$ cat src/rtl/bram_load.sv
// Bit-serial BRAM loader: unpacks PS bytes (toggle handshake) into 1-bit writes over addra_begin..addra_end.
// Optional macro BRAM_LOAD_MSB_FIRST_EN selects MSB-first bit order (default LSB first).
module bram_load #(
    parameter int ADDR_WIDTH_3 = 12,
    parameter int ADDR_BEGIN   = 3,
    parameter int ADDR_END     = 103
) (
    input  logic                    clk,
    input  logic                    rst,
    input  logic                    im_start,
    input  logic                    im_work,
    input  logic [7:0]              im_data,
    output logic                    om_start,
    output logic                    om_work,
    output logic                    om_data,
    output logic [ADDR_WIDTH_3-1:0] addra,
    output logic                    dina,
    output logic                    wea,
    input  logic [ADDR_WIDTH_3-1:0] addra_begin,
    input  logic [ADDR_WIDTH_3-1:0] addra_end
);

    // Wrapper defaults must be addressable in the configured window
    if (ADDR_BEGIN < 0 || ADDR_BEGIN >= (1 << ADDR_WIDTH_3) ||
        ADDR_END < 0 || ADDR_END >= (1 << ADDR_WIDTH_3)) begin : g_bad_default
        $error("bram_load: default window outside address range");
    end

    typedef enum logic [1:0] {
        S_IDLE,
        S_WAIT_BYTE,
        S_WRITE,
        S_DONE
    } state_t;

    state_t                  r_state;
    logic                    r_start_d;
    logic [ADDR_WIDTH_3-1:0] r_addr;
    logic [ADDR_WIDTH_3-1:0] r_end;
    logic [7:0]              r_byte;
    logic [2:0]              r_bit_cnt;
    logic                    r_om_start;
    logic                    r_om_work;
    logic                    r_om_data;
    logic [ADDR_WIDTH_3-1:0] r_addra;
    logic                    r_dina;
    logic                    r_wea;
    logic                    w_bit;

`ifdef BRAM_LOAD_MSB_FIRST_EN
    assign w_bit = r_byte[3'd7 - r_bit_cnt];
`else
    assign w_bit = r_byte[r_bit_cnt];
`endif

    always_ff @(posedge clk) begin
        if (rst) begin
            r_state    <= S_IDLE;
            r_start_d  <= 1'b0;
            r_addr     <= '0;
            r_end      <= '0;
            r_byte     <= '0;
            r_bit_cnt  <= '0;
            r_om_start <= 1'b0;
            r_om_work  <= 1'b0;
            r_om_data  <= 1'b0;
            r_addra    <= '0;
            r_dina     <= 1'b0;
            r_wea      <= 1'b0;
        end else begin
            r_start_d <= im_start;
            case (r_state)
                S_IDLE: begin
                    r_wea <= 1'b0;
                    if (im_start && !r_start_d) begin
                        r_addr    <= addra_begin;
                        r_end     <= addra_end;
                        r_om_data <= 1'b1;
                        r_state   <= (addra_end < addra_begin) ? S_DONE : S_WAIT_BYTE;
                    end
                end
                S_WAIT_BYTE: begin
                    r_wea <= 1'b0;
                    if (!im_start) begin
                        r_om_data  <= 1'b0;
                        r_om_start <= 1'b0;
                        r_state    <= S_IDLE;
                    end else if (im_work != r_om_work) begin
                        r_byte    <= im_data;
                        r_bit_cnt <= '0;
                        r_state   <= S_WRITE;
                    end
                end
                S_WRITE: begin
                    if (!im_start) begin
                        // Abort leaves the ack toggle untouched so the byte is not acknowledged
                        r_wea      <= 1'b0;
                        r_om_data  <= 1'b0;
                        r_om_start <= 1'b0;
                        r_state    <= S_IDLE;
                    end else begin
                        r_wea   <= 1'b1;
                        r_addra <= r_addr;
                        r_dina  <= w_bit;
                        if (r_addr == r_end) begin
                            r_om_work <= im_work;
                            r_state   <= S_DONE;
                        end else begin
                            r_addr <= r_addr + ADDR_WIDTH_3'(1);
                            if (r_bit_cnt == 3'd7) begin
                                r_om_work <= im_work;
                                r_state   <= S_WAIT_BYTE;
                            end else begin
                                r_bit_cnt <= r_bit_cnt + 3'd1;
                            end
                        end
                    end
                end
                S_DONE: begin
                    r_wea     <= 1'b0;
                    r_om_data <= 1'b0;
                    if (im_start) begin
                        r_om_start <= 1'b1;
                    end else begin
                        r_om_start <= 1'b0;
                        r_state    <= S_IDLE;
                    end
                end
                default: r_state <= S_IDLE;
            endcase
        end
    end

    assign om_start = r_om_start;
    assign om_work  = r_om_work;
    assign om_data  = r_om_data;
    assign addra    = r_addra;
    assign dina     = r_dina;
    assign wea      = r_wea;

endmodule
$ cat config.mk
export PLATFORM = sky130hd
export DESIGN_NAME = bram_load
export DESIGN_NICKNAME = d
export VERILOG_FILES = /design/src/rtl/bram_load.sv
export SDC_FILE = /design/constraint.sdc
export NUM_CORES = 1
export LEC_CHECK = 0
export BUFFER_PORTS_ARGS = -buffer_cell sky130_fd_sc_hd__buf_2
export CAP_MARGIN = 30
export CORE_UTILIZATION = 43
export DETAILED_ROUTE_END_ITERATION = 7
export HOLD_SLACK_MARGIN = 0.12
export PLACE_DENSITY = 0.65
export SKIP_LAST_GASP = 1
export SYNTH_ARGS = -nofsm -noshare
export SYNTH_HDL_FRONTEND = slang
export SYNTH_SLANG_ARGS = --single-unit
$ cat constraint.sdc
create_clock -name clk -period 2.5 [get_ports clk]
set_input_delay 0.5 -clock clk [delete_from_list [all_inputs] [get_ports clk]]
set_output_delay 0.5 -clock clk [all_outputs]
set_load 0.005 [all_outputs]
[Word-level counts from Yosys, hierarchy flattened]
Cells that the tools add are included.
Operators by class
  eq/ne operators: 16
  mux-type cells: 29
  $add $sub $neg: 2
  reduce and logical (&&, ||, !) cells: 18
  magnitude comparators: 2
Operators by type and width (count)
  12-bit 2-to-1 mux: 3
  12-bit case mux with 2 select lines: 1
  2-bit 2-to-1 mux: 8
  2-bit != test, second input constant: 8
  3-bit 2-to-1 mux: 5
  12-bit by 1-bit adder with 12-bit output, second input constant: 1
  12-bit == test: 1
  12-bit less-than comparator: 1
  2-bit case mux with 4 select lines: 1
  2-bit AND reduction: 4
  4-bit AND reduction: 2
  2-bit nonzero test: 4
  1-bit 2-to-1 mux: 6
  3-bit case mux with 2 select lines: 1
  3-bit AND reduction: 2
  6-bit AND reduction: 1
  2-bit == test, second input constant: 2
  3-bit by 4-bit less-than comparator with 1-bit output, second input constant: 1
  4-bit != test, second input constant: 1
  1-bit case mux with 2 select lines: 2
  3-bit by 1-bit adder with 3-bit output, second input constant: 1
  1-bit binary-select mux with 3-bit select: 1
  3-bit == test, second input constant: 1
  3-bit != test, second input constant: 1
  other kinds (8): 8
Storage, ports and cells
  output and inout port bits: 17
  logic and storage cells: 79
  register bits: 55
  input bits: 36

[Depth between registers and ports, before layout]
  word-level depth: 5
  gate-level depth with buffers: 8
  mapped depth without buffers: 7

[Least setup slack after synthesis]
No wires, ideal clock.
  path kind: reg2reg
  start point: register r_state[0]
  end point: register r_addr[9]
  data arrival time: 1.643 ns
  setup time: 0.134 ns
  period minus slack after synthesis: 1.777 ns
  path slack: 0.723 ns
  cell stages (with the launch flop): 9
  required time: 2.366 ns
  buffers on the path: 2
  path through: dfxtp_1 -> inv_1 -> ha_1 -> clkbuf_1 -> inv_1 -> clkbuf_1 -> a31oi_1 -> o311ai_0 -> o31ai_1
On the way
  longest elaborated chain between the ends: 3
  elaborated cells on any way between the ends: 8
  classes of those cells: eq/ne: 4; mux: 1; reduce/logical: 3
RTL lines
  from (decl): RTL line 36  | state_t r_state;
  from (signal assigned): RTL line 79  | r_state <= (addra_end < addra_begin) ? S_DONE : S_WAIT_BYTE;
  2-bit == test / 2-bit zero test (equally long branches): RTL line 72  | case (r_state)
  2-bit != test (no line) / 2-bit nonzero test (equally long branches)
  4-bit AND reduction (no line)
  to (signal assigned): RTL line 76  | r_addr <= addra_begin;
  to (signal assigned): RTL line 109  | r_addr <= r_addr + ADDR_WIDTH_3'(1);
  to (decl): RTL line 38  | logic [ADDR_WIDTH_3-1:0] r_addr;
Parallel ways exist; a longest one is shown, timed or not.
A chain may end at the register's enable or synchronous reset.

[Final worst setup path]
  start point: register r_addr[2]
  end point: register r_addr[5]
On the way
  longest elaborated chain between the ends: 4
  elaborated cells on any way between the ends: 7
  classes of those cells: add/sub: 1; eq/ne: 2; mux: 3; reduce/logical: 1
RTL lines
  12-bit by 1-bit adder with 12-bit output: RTL line 109
  12-bit 2-to-1 mux: RTL line 105  | if (r_addr == r_end) begin
  12-bit 2-to-1 mux: RTL line 95  | if (!im_start) begin
  12-bit case mux with 2 select lines: RTL line 72
Parallel ways exist; a longest one is shown, timed or not. The select of a mux whose other input is x is not followed.

==> reports/qor_table.md <==
| Metric | This run | Unit |
|---|---|---|
| Hold Vio Cnt, Final | 0 | - |
| Net switching power | 1.263 | mW |
| Fill cell total of the finished layout | 677 | - |
| WP buf/inv | 0 | - |
| Number of DRC violations after detailed routing | 0 | - |
| CP arrival | 2.36 | ns |
| Number of H-tree branching levels | 2 | - |
| Overall Global Routing Usage | 21.39 | % |
| Via density per instance | 5.576 | - |
| Final setup violating endpoints | 0 | - |
| Fraction of power consumed by combinational cells | 44.0 | % |
| Share of flip-flops with an asynchronous set or reset after synthesis | 0 | % |
| Routability-driven placement congestion ratio | 0.9486 | - |
| Internal | 1.711 | mW |
| Post-cts hold buffer count | 0 | - |
| End point of the most critical hold path | r_byte[6]$_SDFFE_PP0P_ | - |
| ANT cells | 0 | - |
| DP Wirelength | 5733 | um |
| R2r endpoint | r_addr[5]$_SDFFE_PP0P_ | - |
| Avg Synthesized Cell Area | 8.152 | um^2 |
| Overall overflow remaining after global route | 0 | - |
| Worst setup slack after placement | 0.4617 | ns |
| Worst reg2reg startpoint | r_addr[2]$_SDFFE_PP0P_ | - |
| Sum of negative setup slack | 0 | ns |
| Sw Ratio | 42.48 | % |
| FF-to-FF path depth | 5 | - |
| Die Y | 85.41 | um |
| Min Clock Period, post-route | 2.087 | ns |
| Width of the die | 85.41 | um |
| Clock network latency to the later pin of the worst-skew pair | 0.32 | ns |
| Worst hold path depth | 3 | - |
| Number of buffers inserted to repair setup after CTS | 0 | - |
| Sequential fraction of the synthesis area | 36.80 | % |
| Initial antenna violation count | 0 | - |
| DIE AREA | 7295 | um^2 |
| Wire per inst | 15.26 | um |
| Netlist Area Pre-Place | 2992 | um^2 |
| Standard-cell rows | 30 | - |
| Synthesized netlist cell count | 367 | - |
| Static leakage power | 1.428 | nW |
| Core Area | 6756 | um^2 |
| Standard cell area after detailed placement | 3323 | um^2 |
| Capturing element type of the critical path | flip-flop | - |
| I/O pins | 53 | - |
| Top FF cell, synth | dfxtp_1 | - |
| Setup crit start kind | flip-flop | - |
| Maximum achievable frequency | 0.4792 | GHz |
| Number of buffers inserted during clock tree synthesis | 5 | - |
| Sequential Power Share | 39.1 | % |
| Antenna-violating nets left | 0 | - |
| Pin count of the biggest net entering global routing | 24 | - |
| Count of cell types in the netlist | 53 | - |
| Critical Path Start | r_addr[2]$_SDFFE_PP0P_ | - |
| Commonest cells after routing, fill and taps aside | 73 x nand2_1, 55 x dfxtp_1, 52 x buf_2 | - |
| Wire length of the first global-routing pass | 12240 | um |
| Setup Crit Path Kind | flip-flop to flip-flop | - |
| EDFF count, synth | 0 | - |
| Final Net Count | 466 | - |
| Tightest Hold Check Type | primary input to flip-flop | - |
| Vias after detailed routing | 2749 | - |
| Worst slew pin tran | 0.5382 | ns |
| Clock tree from TritonCTS | built | - |
| Ratio of total power to cell area | 872.6 | nW/um^2 |
| Number of synthesis warnings | 0 | - |
| MaxCap Viol Count | 0 | - |
| CTS sink cnt | 55 | - |
| Relative contribution of the clock network to total power | 16.9 | % |
| Cells traversed along the worst timing path | xor2_1 -> nor4_2 -> nand4_2 -> nand2_1 -> o221a_2 | - |
| P&R area growth vs syn | 13.93 | % |
| Outcome | complete, no violations | - |
| Initial Utilization | 44.28 | % |
| Number of detailed-route iterations in the first pass | 4 | - |
| CTS clk-pin slew, worst paths | 0.10 | ns |
| Maximum buffer depth of the clock tree | 2 | - |
| Aggregate routed wire length | 7521 | um |
| Max FO, Critical Path | 9 | - |
| Min setup slack post-route | 0.4132 | ns |
| Endpoint required time on the critical path | 2.77 | ns |
| Register-to-register setup slack | 0.41 | ns |
| Pins Over Slew Limit | 0 | - |
| Cell at the slowest stage of the critical path | nor4_2 | - |
| Number of resized instances in the post-cts repair step | 0 | - |
| Clock tree root driver cell | clkbuf_8 | - |
| Number of flip-flops and latches in the synthesized netlist | 55 | - |
| Synthesized netlist net count | 421 | - |
| Max-slew headroom | 63.96 | % |
| Setup repair after global routing missed its margin | no | - |
| Worst Clk Skew | 0.006835 | ns |
| Fin crit share | 83.47 | % |
| Share of cells above drive strength 1 | 18.89 | % |
| Via count of the first global-routing pass | 2529 | - |
| Highest ir drop seen on vdd | 0.0003356 | V |
| Commonest non-fill, non-tap cell in the layout | nand2_1 | - |
| HP Start | im_data[6] | - |
| Maximum cell stage delay along the critical path | 0.51 | ns |
| Drt initial violations | 130 | - |
| Largest delay contributor family on the critical path | simple AND/OR/NAND/NOR gates | - |
| Final non-filler cell area | 3408 | um^2 |
| Port Buffers | 52 | - |
-- synthesized netlist by cell type, types with 4 or more instances --
cell	number	area [um^2]
nor3_1	5	25.02
dfxtp_1	55	1101
xnor2_1	4	35.03
a211oi_1	4	30.03
mux2i_1	10	100.1
nor2b_1	6	37.54
nand3_1	10	50.05
a31oi_1	6	37.54
ha_1	18	225.2
inv_1	19	71.32
o21ai_0	8	40.04
a21oi_1	36	180.2
o22ai_1	4	25.02
o31ai_1	5	37.54
clkbuf_1	18	67.56
xor2_1	9	78.83
nand2_1	73	274.0
nor2_1	20	75.07
-- power by group through the flow --
stage / combinational [mW] / clock (mW) / sequential (mW)
3_3_place_gp: 1.27 / 0 / 1.18
3_5_place_dp: 1.28 / 0 / 1.18
6_report: 1.31 / 0.503 / 1.16
5_1_grt: 1.44 / 0.549 / 1.18
2_1_floorplan: 0.983 / 0 / 1.13
4_1_cts: 1.29 / 0.508 / 1.16
-- metrics by stage --
stage / power [mW] / instances / hold WS, ns / util (%)
5_1_grt: 3.175 / 493 / 0.4131 / 50.44
3_5_place_dp: 2.466 / 485 / 0.4437 / 49.19
2_1_floorplan: 2.110 / 367 / 0.4478 / -
6_report: 2.974 / 493 / 0.4114 / 50.44
4_1_cts: 2.962 / 493 / 0.4102 / 50.44
3_3_place_gp: 2.453 / 485 / 0.4387 / 49.19
-- worst max-delay path by stage --
stage,endpoint,depth (start not counted)
after CTS,r_addr[5]$_SDFFE_PP0P_,5
after floorplan,r_addr[9]$_SDFFE_PP0P_,8
final,r_addr[5]$_SDFFE_PP0P_,5
after global placement,r_addr[5]$_SDFFE_PP0P_,5
after global routing,r_bit_cnt[2]$_SDFFE_PP0P_,7
after detailed placement,r_addr[5]$_SDFFE_PP0P_,5
-- area by class of cell --
type                            instances  area [um^2]  area share [%]
Clock buffer                            6        72.57           2.129
Multi-Input combinational cell        272         1738           50.99
Clock inverter                          2        12.51          0.3671
Tap cell                               80        100.1           2.937
Sequential cell                        55         1101           32.31
Inverter                               19        71.32           2.093
Timing Repair Buffer                   59        312.8           9.178
-- state kept, by name, summed over array words and instances, names as in the netlist --
| signal | flops |
|---|---|
| addra | 12 |
| r_addr | 12 |
| r_end | 12 |
| r_byte | 8 |
| r_bit_cnt | 3 |
| r_state | 2 |
| dina | 1 |
| om_data | 1 |
| om_start | 1 |
| om_work | 1 |
| r_start_d | 1 |
| wea | 1 |
-- kinds of logic after synthesis --
logic type | Yosys count | synth area share [%]
buffers and inverters | 40 | 5.102
AOI/OAI and AO/OA | 93 | 20.24
xor gates and xnor gates | 13 | 3.806
DFF | 55 | 36.80
muxes | 12 | 4.852
adders and majority gates | 18 | 7.528
and+or+nand+nor | 136 | 21.66
-- worst reg2reg max path: cells and delay by family, from the launching register on --
kind / cells / cell delay (ns)
simple gates: 3 / 1.16
flops: 1 / 0.50
compound gates: 1 / 0.23
xor+xnor: 1 / 0.15
-- routing by layer --
layer | global-route usage [%] | part of all wire, % | vias to the layer above | routed length (um)
met5 | 0 | 0 | - | 0
met1 | 28.24 | 46 | 1277 | 3454
met4 | 4.697 | 0.78 | 0 | 59
li1 | - | - | 1382 | -
met2 | 37.02 | 49 | 83 | 3660
met3 | 3.113 | 4.6 | 7 | 346
Note: power is estimated with default switching activity, not from simulation.
